## config.mk

```make
export PLATFORM = sky130hd
export DESIGN_NAME = multicycle_alu_flat
export DESIGN_NICKNAME = d
export VERILOG_FILES = /design/src/rtl/multicycle_alu_pkg.sv /design/src/rtl/multicycle_alu_if.sv /design/src/rtl/multicycle_alu_muldiv_iter.sv /design/src/rtl/multicycle_alu.sv /design/src/flat_wrapper.sv
export SDC_FILE = /design/constraint.sdc
export NUM_CORES = 1
export LEC_CHECK = 0
export ABC_AREA = 1
export CAP_MARGIN = 20
export CORE_AREA = 2 2 166 290
export CTS_BUF_LIST = sky130_fd_sc_hd__clkbuf_16
export CTS_CLUSTER_DIAMETER = 40
export DETAILED_ROUTE_END_ITERATION = 16
export DIE_AREA = 0 0 168 292
export GPL_TIMING_DRIVEN = 0
export PLACE_DENSITY_LB_ADDON = 0.08
export SETUP_SLACK_MARGIN = 0.2
export SLEW_MARGIN = 5
export SYNTH_ARGS = -nofsm -noshare
export SYNTH_HDL_FRONTEND = slang
export SYNTH_SLANG_ARGS = --single-unit
```

## constraint.sdc

```tcl
create_clock -name clk -period 3.9 [get_ports clk]
set_input_delay 0.39 -clock clk [delete_from_list [all_inputs] [get_ports clk]]
set_output_delay 0.39 -clock clk [all_outputs]
set_load 0.02 [all_outputs]
```

## src/rtl/multicycle_alu_pkg.sv

```systemverilog
// Shared opcodes, FSM state type and the single-cycle operation mux for multicycle_alu.
// Operands are handled at up to MAXW bits; callers zero-extend inputs and truncate the result.
package alu_pkg;

  localparam logic [3:0] OP_AND  = 4'b0000;
  localparam logic [3:0] OP_OR   = 4'b0001;
  localparam logic [3:0] OP_ADD  = 4'b0010;
  localparam logic [3:0] OP_XOR  = 4'b0011;
  localparam logic [3:0] OP_SLL  = 4'b0100;
  localparam logic [3:0] OP_SRL  = 4'b0101;
  localparam logic [3:0] OP_SUB  = 4'b0110;
  localparam logic [3:0] OP_SLT  = 4'b0111;
  localparam logic [3:0] OP_MUL  = 4'b1000;
  localparam logic [3:0] OP_DIV  = 4'b1001;
  localparam logic [3:0] OP_SRA  = 4'b1010;
  localparam logic [3:0] OP_NOR  = 4'b1100;
  localparam logic [3:0] OP_LUI  = 4'b1101;
  localparam logic [3:0] OP_MOVE = 4'b1111;

  localparam int unsigned MAXW = 64;

  typedef enum logic {S_IDLE, S_RUN} state_t;

  function automatic logic [MAXW-1:0] alu_single(input logic [3:0]      op,
                                                 input logic [MAXW-1:0] a,
                                                 input logic [MAXW-1:0] b,
                                                 input logic [MAXW-1:0] shamt,
                                                 input int unsigned     w);
    logic signed [MAXW-1:0] sa;
    logic signed [MAXW-1:0] sb;
    logic [MAXW-1:0]        r;
    int unsigned            lui_sh;
    // Sign-extend the w-bit operands so SRA and SLT work for any width.
    sa     = $signed(a << (MAXW - w)) >>> (MAXW - w);
    sb     = $signed(b << (MAXW - w)) >>> (MAXW - w);
    lui_sh = (w >= 32) ? 16 : w / 2;
    r      = '0;
    case (op)
      OP_AND:  r = a & b;
      OP_OR:   r = a | b;
      OP_ADD:  r = a + b;
      OP_XOR:  r = a ^ b;
      OP_SLL:  r = a << shamt;
      OP_SRL:  r = a >> shamt;
      OP_SUB:  r = a - b;
      OP_SLT:  r = {{(MAXW-1){1'b0}}, (sa < sb)};
      OP_SRA:  r = sa >>> shamt;
      OP_NOR:  r = ~(a | b);
      OP_LUI:  r = b << lui_sh;
      OP_MOVE: r = a;
      default: r = '0;
    endcase
    return r;
  endfunction

endpackage

```

## src/rtl/multicycle_alu_if.sv

```systemverilog
// Request/response bundle between the EX-stage control and multicycle_alu.
// result_hi exists only when MULTICYCLE_ALU_HI_EN is defined.
interface multicycle_alu_if #(parameter int unsigned WIDTH = 32);
  logic             start;
  logic [3:0]       option;
  logic [WIDTH-1:0] oprd1;
  logic [WIDTH-1:0] oprd2;
  logic [WIDTH-1:0] result;
  logic             zero;
  logic             busy;
  logic             done;
  logic             div_by_zero;
`ifdef MULTICYCLE_ALU_HI_EN
  logic [WIDTH-1:0] result_hi;
`endif

  modport master (
    output start, option, oprd1, oprd2,
    input  result, zero, busy, done, div_by_zero
`ifdef MULTICYCLE_ALU_HI_EN
    , input result_hi
`endif
  );

  modport slave (
    input  start, option, oprd1, oprd2,
    output result, zero, busy, done, div_by_zero
`ifdef MULTICYCLE_ALU_HI_EN
    , output result_hi
`endif
  );
endinterface

```

## src/rtl/multicycle_alu_muldiv_iter.sv

```systemverilog
// Iterative engine: shift-add multiply and restoring unsigned divide sharing one
// 2*WIDTH shift register, counter and adder. done/lo/hi reflect the final step.
module muldiv_iter
  import alu_pkg::*;
#(
  parameter int unsigned WIDTH = 32
) (
  input  logic             clk,
  input  logic             rst,
  input  logic             start,
  input  logic             is_div,
  input  logic [WIDTH-1:0] a,
  input  logic [WIDTH-1:0] b,
  output logic             busy,
  output logic             done,
  output logic [WIDTH-1:0] lo,
  output logic [WIDTH-1:0] hi
);
  localparam int unsigned CW = $clog2(WIDTH);

  state_t             state, state_nxt;
  logic [CW-1:0]      cnt;
  logic [2*WIDTH-1:0] acc, acc_step;
  logic [WIDTH-1:0]   m_q;
  logic               div_q;
  logic               last;
  logic [WIDTH+1:0]   x, y, sum;

  assign last = (state == S_RUN) && (cnt == CW'(WIDTH - 1));

  always_ff @(posedge clk or posedge rst) begin
    if (rst) state <= S_IDLE;
    else     state <= state_nxt;
  end

  always_comb begin
    state_nxt = state;
    case (state)
      S_IDLE:  if (start) state_nxt = S_RUN;
      S_RUN:   if (last)  state_nxt = S_IDLE;
      default: state_nxt = S_IDLE;
    endcase
  end

  always_comb begin
    busy = (state == S_RUN);
    done = last;
    lo   = acc_step[WIDTH-1:0];
    hi   = acc_step[2*WIDTH-1:WIDTH];
  end

  // MUL adds the multiplicand into the upper half; DIV subtracts the divisor
  // from the shifted partial remainder, carrying one guard bit for the borrow.
  always_comb begin
    x        = div_q ? {1'b0, acc[2*WIDTH-1:WIDTH-1]} : {2'b00, acc[2*WIDTH-1:WIDTH]};
    y        = div_q ? ~{2'b00, m_q} : (acc[0] ? {2'b00, m_q} : '0);
    sum      = x + y + (WIDTH+2)'(div_q);
    acc_step = acc;
    if (div_q) begin
      if (sum[WIDTH+1]) acc_step = {acc[2*WIDTH-2:0], 1'b0};
      else              acc_step = {sum[WIDTH-1:0], acc[WIDTH-2:0], 1'b1};
    end else begin
      acc_step = {sum[WIDTH:0], acc[WIDTH-1:1]};
    end
  end

  always_ff @(posedge clk or posedge rst) begin
    if (rst) begin
      cnt   <= '0;
      acc   <= '0;
      m_q   <= '0;
      div_q <= 1'b0;
    end else if (start && state == S_IDLE) begin
      cnt   <= '0;
      acc   <= {{WIDTH{1'b0}}, (is_div ? a : b)};
      m_q   <= is_div ? b : a;
      div_q <= is_div;
    end else if (state == S_RUN) begin
      acc <= acc_step;
      cnt <= cnt + 1'b1;
    end
  end

endmodule

```

## src/rtl/multicycle_alu.sv

```systemverilog
// Registered EX-stage ALU: single-cycle ops finish in one cycle, MUL/DIV run WIDTH
// iterations. Define MULTICYCLE_ALU_HI_EN to expose result_hi (upper product / remainder).
module multicycle_alu
  import alu_pkg::*;
#(
  parameter int unsigned WIDTH = 32
) (
  input logic               clk,
  input logic               rst,
  multicycle_alu_if.slave   bus
);
  localparam int unsigned SHW = $clog2(WIDTH);

  logic             accept, is_md, is_div;
  logic             eng_busy, eng_done;
  logic             dz_pend;
  logic [WIDTH-1:0] eng_lo, single_res;
`ifdef MULTICYCLE_ALU_HI_EN
  logic [WIDTH-1:0] eng_hi;
`else
  logic [WIDTH-1:0] unused_hi;
`endif

  always_comb begin
    is_div     = (bus.option == OP_DIV);
    is_md      = (bus.option == OP_MUL) || is_div;
    accept     = bus.start && !eng_busy;
    single_res = WIDTH'(alu_single(bus.option, MAXW'(bus.oprd1), MAXW'(bus.oprd2),
                                   MAXW'(bus.oprd2[SHW-1:0]), WIDTH));
  end

  muldiv_iter #(.WIDTH(WIDTH)) u_muldiv (
    .clk    (clk),
    .rst    (rst),
    .start  (accept && is_md),
    .is_div (is_div),
    .a      (bus.oprd1),
    .b      (bus.oprd2),
    .busy   (eng_busy),
    .done   (eng_done),
    .lo     (eng_lo),
`ifdef MULTICYCLE_ALU_HI_EN
    .hi     (eng_hi)
`else
    .hi     (unused_hi)
`endif
  );

  assign bus.busy = eng_busy;
  assign bus.zero = (bus.result == '0);

  // Engine completion and a single-cycle accept are exclusive: accept needs busy=0.
  always_ff @(posedge clk or posedge rst) begin
    if (rst) begin
      bus.result      <= '0;
      bus.done        <= 1'b0;
      bus.div_by_zero <= 1'b0;
      dz_pend         <= 1'b0;
`ifdef MULTICYCLE_ALU_HI_EN
      bus.result_hi   <= '0;
`endif
    end else begin
      bus.done        <= 1'b0;
      bus.div_by_zero <= 1'b0;
      if (eng_done) begin
        bus.result      <= eng_lo;
        bus.done        <= 1'b1;
        bus.div_by_zero <= dz_pend;
`ifdef MULTICYCLE_ALU_HI_EN
        bus.result_hi   <= eng_hi;
`endif
      end else if (accept && !is_md) begin
        bus.result    <= single_res;
        bus.done      <= 1'b1;
`ifdef MULTICYCLE_ALU_HI_EN
        bus.result_hi <= '0;
`endif
      end
      if (accept) dz_pend <= is_div && (bus.oprd2 == '0);
    end
  end

endmodule

```

## src/flat_wrapper.sv

```systemverilog
// flat-port wrapper written by rule: the top's interface ports become plain ports
module multicycle_alu_flat import alu_pkg::*;
#(
  parameter int unsigned WIDTH = 32
)
  (clk, rst, bus_start, bus_option, bus_oprd1, bus_oprd2, bus_result, bus_zero, bus_busy, bus_done, bus_div_by_zero);
  multicycle_alu_if #(.WIDTH(WIDTH)) bus_i ();
  input logic clk;
  input logic rst;
  input wire logic [$bits(bus_i.start)-1:0] bus_start;
  input wire logic [$bits(bus_i.option)-1:0] bus_option;
  input wire logic [$bits(bus_i.oprd1)-1:0] bus_oprd1;
  input wire logic [$bits(bus_i.oprd2)-1:0] bus_oprd2;
  output wire logic [$bits(bus_i.result)-1:0] bus_result;
  output wire logic [$bits(bus_i.zero)-1:0] bus_zero;
  output wire logic [$bits(bus_i.busy)-1:0] bus_busy;
  output wire logic [$bits(bus_i.done)-1:0] bus_done;
  output wire logic [$bits(bus_i.div_by_zero)-1:0] bus_div_by_zero;
  assign bus_i.start = bus_start;
  assign bus_i.option = bus_option;
  assign bus_i.oprd1 = bus_oprd1;
  assign bus_i.oprd2 = bus_oprd2;
  assign bus_result = bus_i.result;
  assign bus_zero = bus_i.zero;
  assign bus_busy = bus_i.busy;
  assign bus_done = bus_i.done;
  assign bus_div_by_zero = bus_i.div_by_zero;
  multicycle_alu #(.WIDTH(WIDTH)) u_core (.clk(clk), .rst(rst), .bus(bus_i));
endmodule
```

==> qor.txt, run 1 <==
asr flop ratio synth -> 100%
CTS Hold Bufs -> 0
standard-cell rows -> 105
Post-Syn Area -> 21200 um2
largest area contributor in the netlist -> nand2_1
Synth area leaders -> nand2_1 (26%), dfrtp_1 (16%), nand3_1 (11%), inv_1 (8.3%), ha_1 (7.9%)
cell with the most instances after synthesis -> nand2_1
grt total ovfl -> 800
first-pass GRT wire length -> 272 mm
vias in the first global route -> 34509
Post-synth top cells -> nand2_1 (1475), inv_1 (467), nand3_1 (449)
Routability Congestion -> 1.21
IO Count -> 107
Initial Util -> 45.5%
Yosys cell types -> 52
status -> aborted with a tool error
Synth Register Bits -> 138
Post-synth EDFFs -> 0
Syn Inst Count -> 3980
GRT Total Usage -> 73.1%
Die W -> 168 um
syn_area_per_cell -> 5.33 um2
largest net degree at the start of global routing -> 39
sequential-to-total area share from yosys stat -> 16.3%
error msg -> [ERROR GRT-0116] Global routing finished with congestion. Check the congestion regions in the DRC Viewer.
root buffer cell -> clkbuf_16
H-tree levels -> 4
Ys Warns -> 0
Port Buffers -> 106
Num CTS Buffers -> 17
TritonCTS sink count -> 138
Die Height -> 292 um
CTS Buffer Depth -> 2
Syn Nets -> 4189
DP Worst Slack -> -1230 ps
Fail Step -> global routing
Synth top area share -> 26.1%
Main synth FF type -> dfrtp_1
DP HPWL -> 116 mm
[per-layer routing]
metal	global-route usage [%]	GRT overflow
met5	16.4	1
met4	80.8	322
met3	51.6	21
met2	95.1	446
met1	69.7	10
[logic make-up after synthesis]
kind of cell	synth area share, %
buffers and inverters	12.1
DFF	16.3
and+or+nand+nor	48.2
xor gates and xnor gates	0.743
AOI/OAI and AO/OA	14.4
adders and majority gates	8.27
muxes	0.0471
[through the flow]
step / setup TNS [ps] / cell area (um2) / cells
2_1_floorplan: 0 / 21200 / 3980
3_3_place_gp: -42690 / 23000 / 4674
3_5_place_dp: -44270 / 23100 / 4678
4_1_cts: 0 / 23900 / 4708
[repair_timing]
item                                    in CTS
gates cloned                                 0
resized for setup                           55
endpoints found under the setup margin      59
buffers inserted                             1
pin swaps                                    2
==> run 2, diff against run 1 <==
--- a/config.mk
+++ b/config.mk
@@ -7,14 +7,11 @@
 export LEC_CHECK = 0
 export ABC_AREA = 1
 export CAP_MARGIN = 20
-export CORE_AREA = 2 2 166 290
-export CTS_BUF_LIST = sky130_fd_sc_hd__clkbuf_16
-export CTS_CLUSTER_DIAMETER = 40
+export CORE_AREA = 2 2 265 267
 export DETAILED_ROUTE_END_ITERATION = 16
-export DIE_AREA = 0 0 168 292
+export DIE_AREA = 0 0 267 269
 export GPL_TIMING_DRIVEN = 0
-export PLACE_DENSITY_LB_ADDON = 0.08
-export SETUP_SLACK_MARGIN = 0.2
+export PLACE_DENSITY_LB_ADDON = 0.15
 export SLEW_MARGIN = 5
 export SYNTH_ARGS = -nofsm -noshare
 export SYNTH_HDL_FRONTEND = slang
==> constraint.sdc (replaced) <==
create_clock -name clk -period 5.1 [get_ports clk]
set_input_delay 0.51 -clock clk [delete_from_list [all_inputs] [get_ports clk]]
set_output_delay 0.51 -clock clk [all_outputs]
set_load 0.02 [all_outputs]
==> run 2 against run 1 <==
Effect of this change:
- the flow now finishes without violations
- area after synthesis stayed put
- synthesized cell count did not move
==> qor.txt, run 2 <==
Pleak -> 12.7 nW
Worst path max stage delay -> 870 ps
status -> finished, final reports clean
net load switching power -> 5.95 mW
DP HPWL -> 112 mm
largest area contributor in the netlist -> nand2_1
Vias -> 27790
Seq pwr share -> 18.0%
reg2reg path depth -> 21
PD cells -> 432 nW/um2
Post-synth top cells -> nand2_1 (1475), inv_1 (467), nand3_1 (449)
capturing point of the worst reg2reg path -> u_core.u_muldiv.acc[61]
HP Class -> primary input to async pin
crit end category -> flop
standard-cell rows -> 97
Syn Nets -> 4189
root buffer cell -> clkbuf_16
sequential-to-total area share from yosys stat -> 16.3%
CTS Hold Bufs -> 0
Req. time, crit path -> 5440 ps
Initial Util -> 30.6%
drt drc -> 0
RSZ-0062 raised after global routing -> false
slowest stage cell on the critical path -> buf_1
Post-CTS Setup Bufs -> 0
total core area -> 69300 um2
period utilization -> 95.3%
Clock Pin Slew Worst Setup and Hold Paths -> 70 ps
max reg flops -> 64
nets -> 4315
worst slew pin tran -> 1160 ps
Yosys cell types -> 52
Initial DRC Count -> 3361
vias in the first global route -> 26031
die footprint -> 71800 um2
TritonCTS sink count -> 138
Final Setup Violations -> 0
commonest non-fill, non-tap cell in the layout -> nand2_1
Routability Congestion -> 1.08
most frequent cells in the layout -> nand2_1 (1475), inv_1 (466), nand3_1 (449)
layout cell share with drive strength beyond 1 -> 3.59%
CP Cell Sequence -> clkdlybuf4s50_1 > buf_2 > inv_1 > buf_2 > buf_1 > ha_1 > nor2_1 > nand3_1 > nand3b_1 > nand2_1 > nand2_1 > nand2_1 > nand2_1 > nand2_1 > nand3_1 > nand4_1 > nand2_1 > nand2_1
Post-Syn Area -> 21200 um2
Pre-antenna DRT Iters -> 8
largest net degree at the start of global routing -> 113
Post-Layout Cell Count -> 5060
Post-synth EDFFs -> 0
Die W -> 267 um
antenna violations before repair -> 3
CP top delay family -> simple AND/OR/NAND/NOR gates
Die Height -> 269 um
Post-DP Area -> 23500 um2
Num CTS Buffers -> 17
Ys Warns -> 0
vias per cell -> 5.49
largest reg by FF count -> u_core.u_muldiv.acc
P_int -> 4.48 mW
Main synth FF type -> dfrtp_1
VDD IR max -> 264 uV
critical path type -> primary input to flop
FMAX -> 0.206 GHz
Comb power frac -> 69.5%
leading registers by flop count -> u_core.u_muldiv.acc: 64 flops, u_core.bus.result: 32 flops, u_core.u_muldiv.m_q: 32 flops
syn_area_per_cell -> 5.33 um2
asr flop ratio synth -> 100%
Synth Register Bits -> 138
Worst-Skew Late Latency -> 460 ps
Post-DRT Antenna Nets -> 0
DP Worst Slack -> -59.4 ps
CTS tree -> yes
R2R Setup Slk -> 400 ps
Fin. Hold Viols -> 0
Fillers -> 8136
Worst Skew -> 18.9 ps
GRT Total Usage -> 36.8%
total of max-cap violations -> 0
CP Max Fanout -> 11
cell with the most instances after synthesis -> nand2_1
synthesis-to-finish area growth -> 13.6%
Synth area leaders -> nand2_1 (26%), dfrtp_1 (16%), nand3_1 (11%), inv_1 (8.3%), ha_1 (7.9%)
final WL -> 135 mm
grt total ovfl -> 0
final core occ -> 34.8%
post-CTS sizing -> 0
setup_tns -> 0 ps
clock power share -> 12.5%
Worst setup SP type -> primary input
CTS Buffer Depth -> 2
H-tree levels -> 4
minimum clock period -> 4860 ps
post-route cell area -> 24100 um2
Worst slew margin -> 21.8%
Most common cell on crit path -> nand2_1
Worst Path Buf+Inv -> 5
Pins Over Slew Limit -> 0
Wirelength per Cell -> 26.7 um
hold slack -> 398 ps
Power Total -> 10.4 mW
switch share -> 57.1%
Placed Cells incl. Taps -> 5027
IO Count -> 107
fin worst setup slack -> 238 ps
first-pass GRT wire length -> 188 mm
Data arrival, critical path -> 5200 ps
Synth top area share -> 26.1%
Critical R2R Launch -> u_core.u_muldiv.div_q
Port Buffers -> 106
Syn Inst Count -> 3980
## run 2: cell counts after synthesis
Identical to the previous run, type by type.
## run 2: worst max-delay path by stage
stage	startpoint	end	slack (ps)	depth (start not counted)
floorplan	rst	u_core.bus.div_by_zero	890	1
finish	bus_oprd2[4]	u_core.bus.result[17]	240	18
global route	u_core.u_muldiv.div_q	u_core.u_muldiv.acc[61]	60	21
detailed placement	bus_oprd2[4]	u_core.bus.result[17]	-60	18
CTS	u_core.u_muldiv.div_q	u_core.u_muldiv.acc[61]	410	21
global placement	rst	u_core.u_muldiv.m_q[9]	-1530	2
## run 2: final cells by class
cell class | count | area [um2] | area share, %
Tap cell | 940 | 1180 | 4.88
Antenna cell | 1 | 2.50 | 0.0104
Multi-Input combinational cell | 3187 | 15200 | 63.1
Clock buffer | 17 | 425 | 1.76
Clock inverter | 15 | 179 | 0.742
Timing Repair Buffer | 107 | 1090 | 4.51
Sequential cell | 138 | 3450 | 14.3
Inverter | 479 | 1810 | 7.50
Buffer | 176 | 764 | 3.17
## run 2: routing by layer
layer	GRT usage, %	share of wire [%]
met1	45.6	40
met5	0	0.020
met3	5.32	7.8
met4	24.1	7.4
met2	59.7	45
## run 2: logic make-up (layout without fill, tap and decap cells)
family,count (synthesis),count (layout),share of synthesized area (%)
buf+inv,655,794,12.1
fa+ha+maj,138,138,8.27
simple gates,2481,2481,48.2
flops,138,138,16.3
xor+xnor,18,18,0.743
mux,1,1,0.0471
other cells,0,1,0
compound gates,549,549,14.4
## run 2: worst reg2reg max path: cells and delay by family (launching register included)
kind,cells,cell delay [ps]
buf+inv,6,1530
simple gates,11,1200
fa+ha+maj,2,720
compound gates,2,650
flops,1,500
## run 2: power groups by stage
stage | clock network [mW] | logic (mW) | registers (mW)
global route | 1.37 | 8.05 | 1.93
detailed placement | 0 | 7.15 | 1.88
finish | 1.30 | 7.25 | 1.88
global placement | 0 | 7.14 | 1.89
CTS | 1.32 | 7.17 | 1.87
floorplan | 0 | 4.79 | 1.87
(Power assumes the default switching activity.)
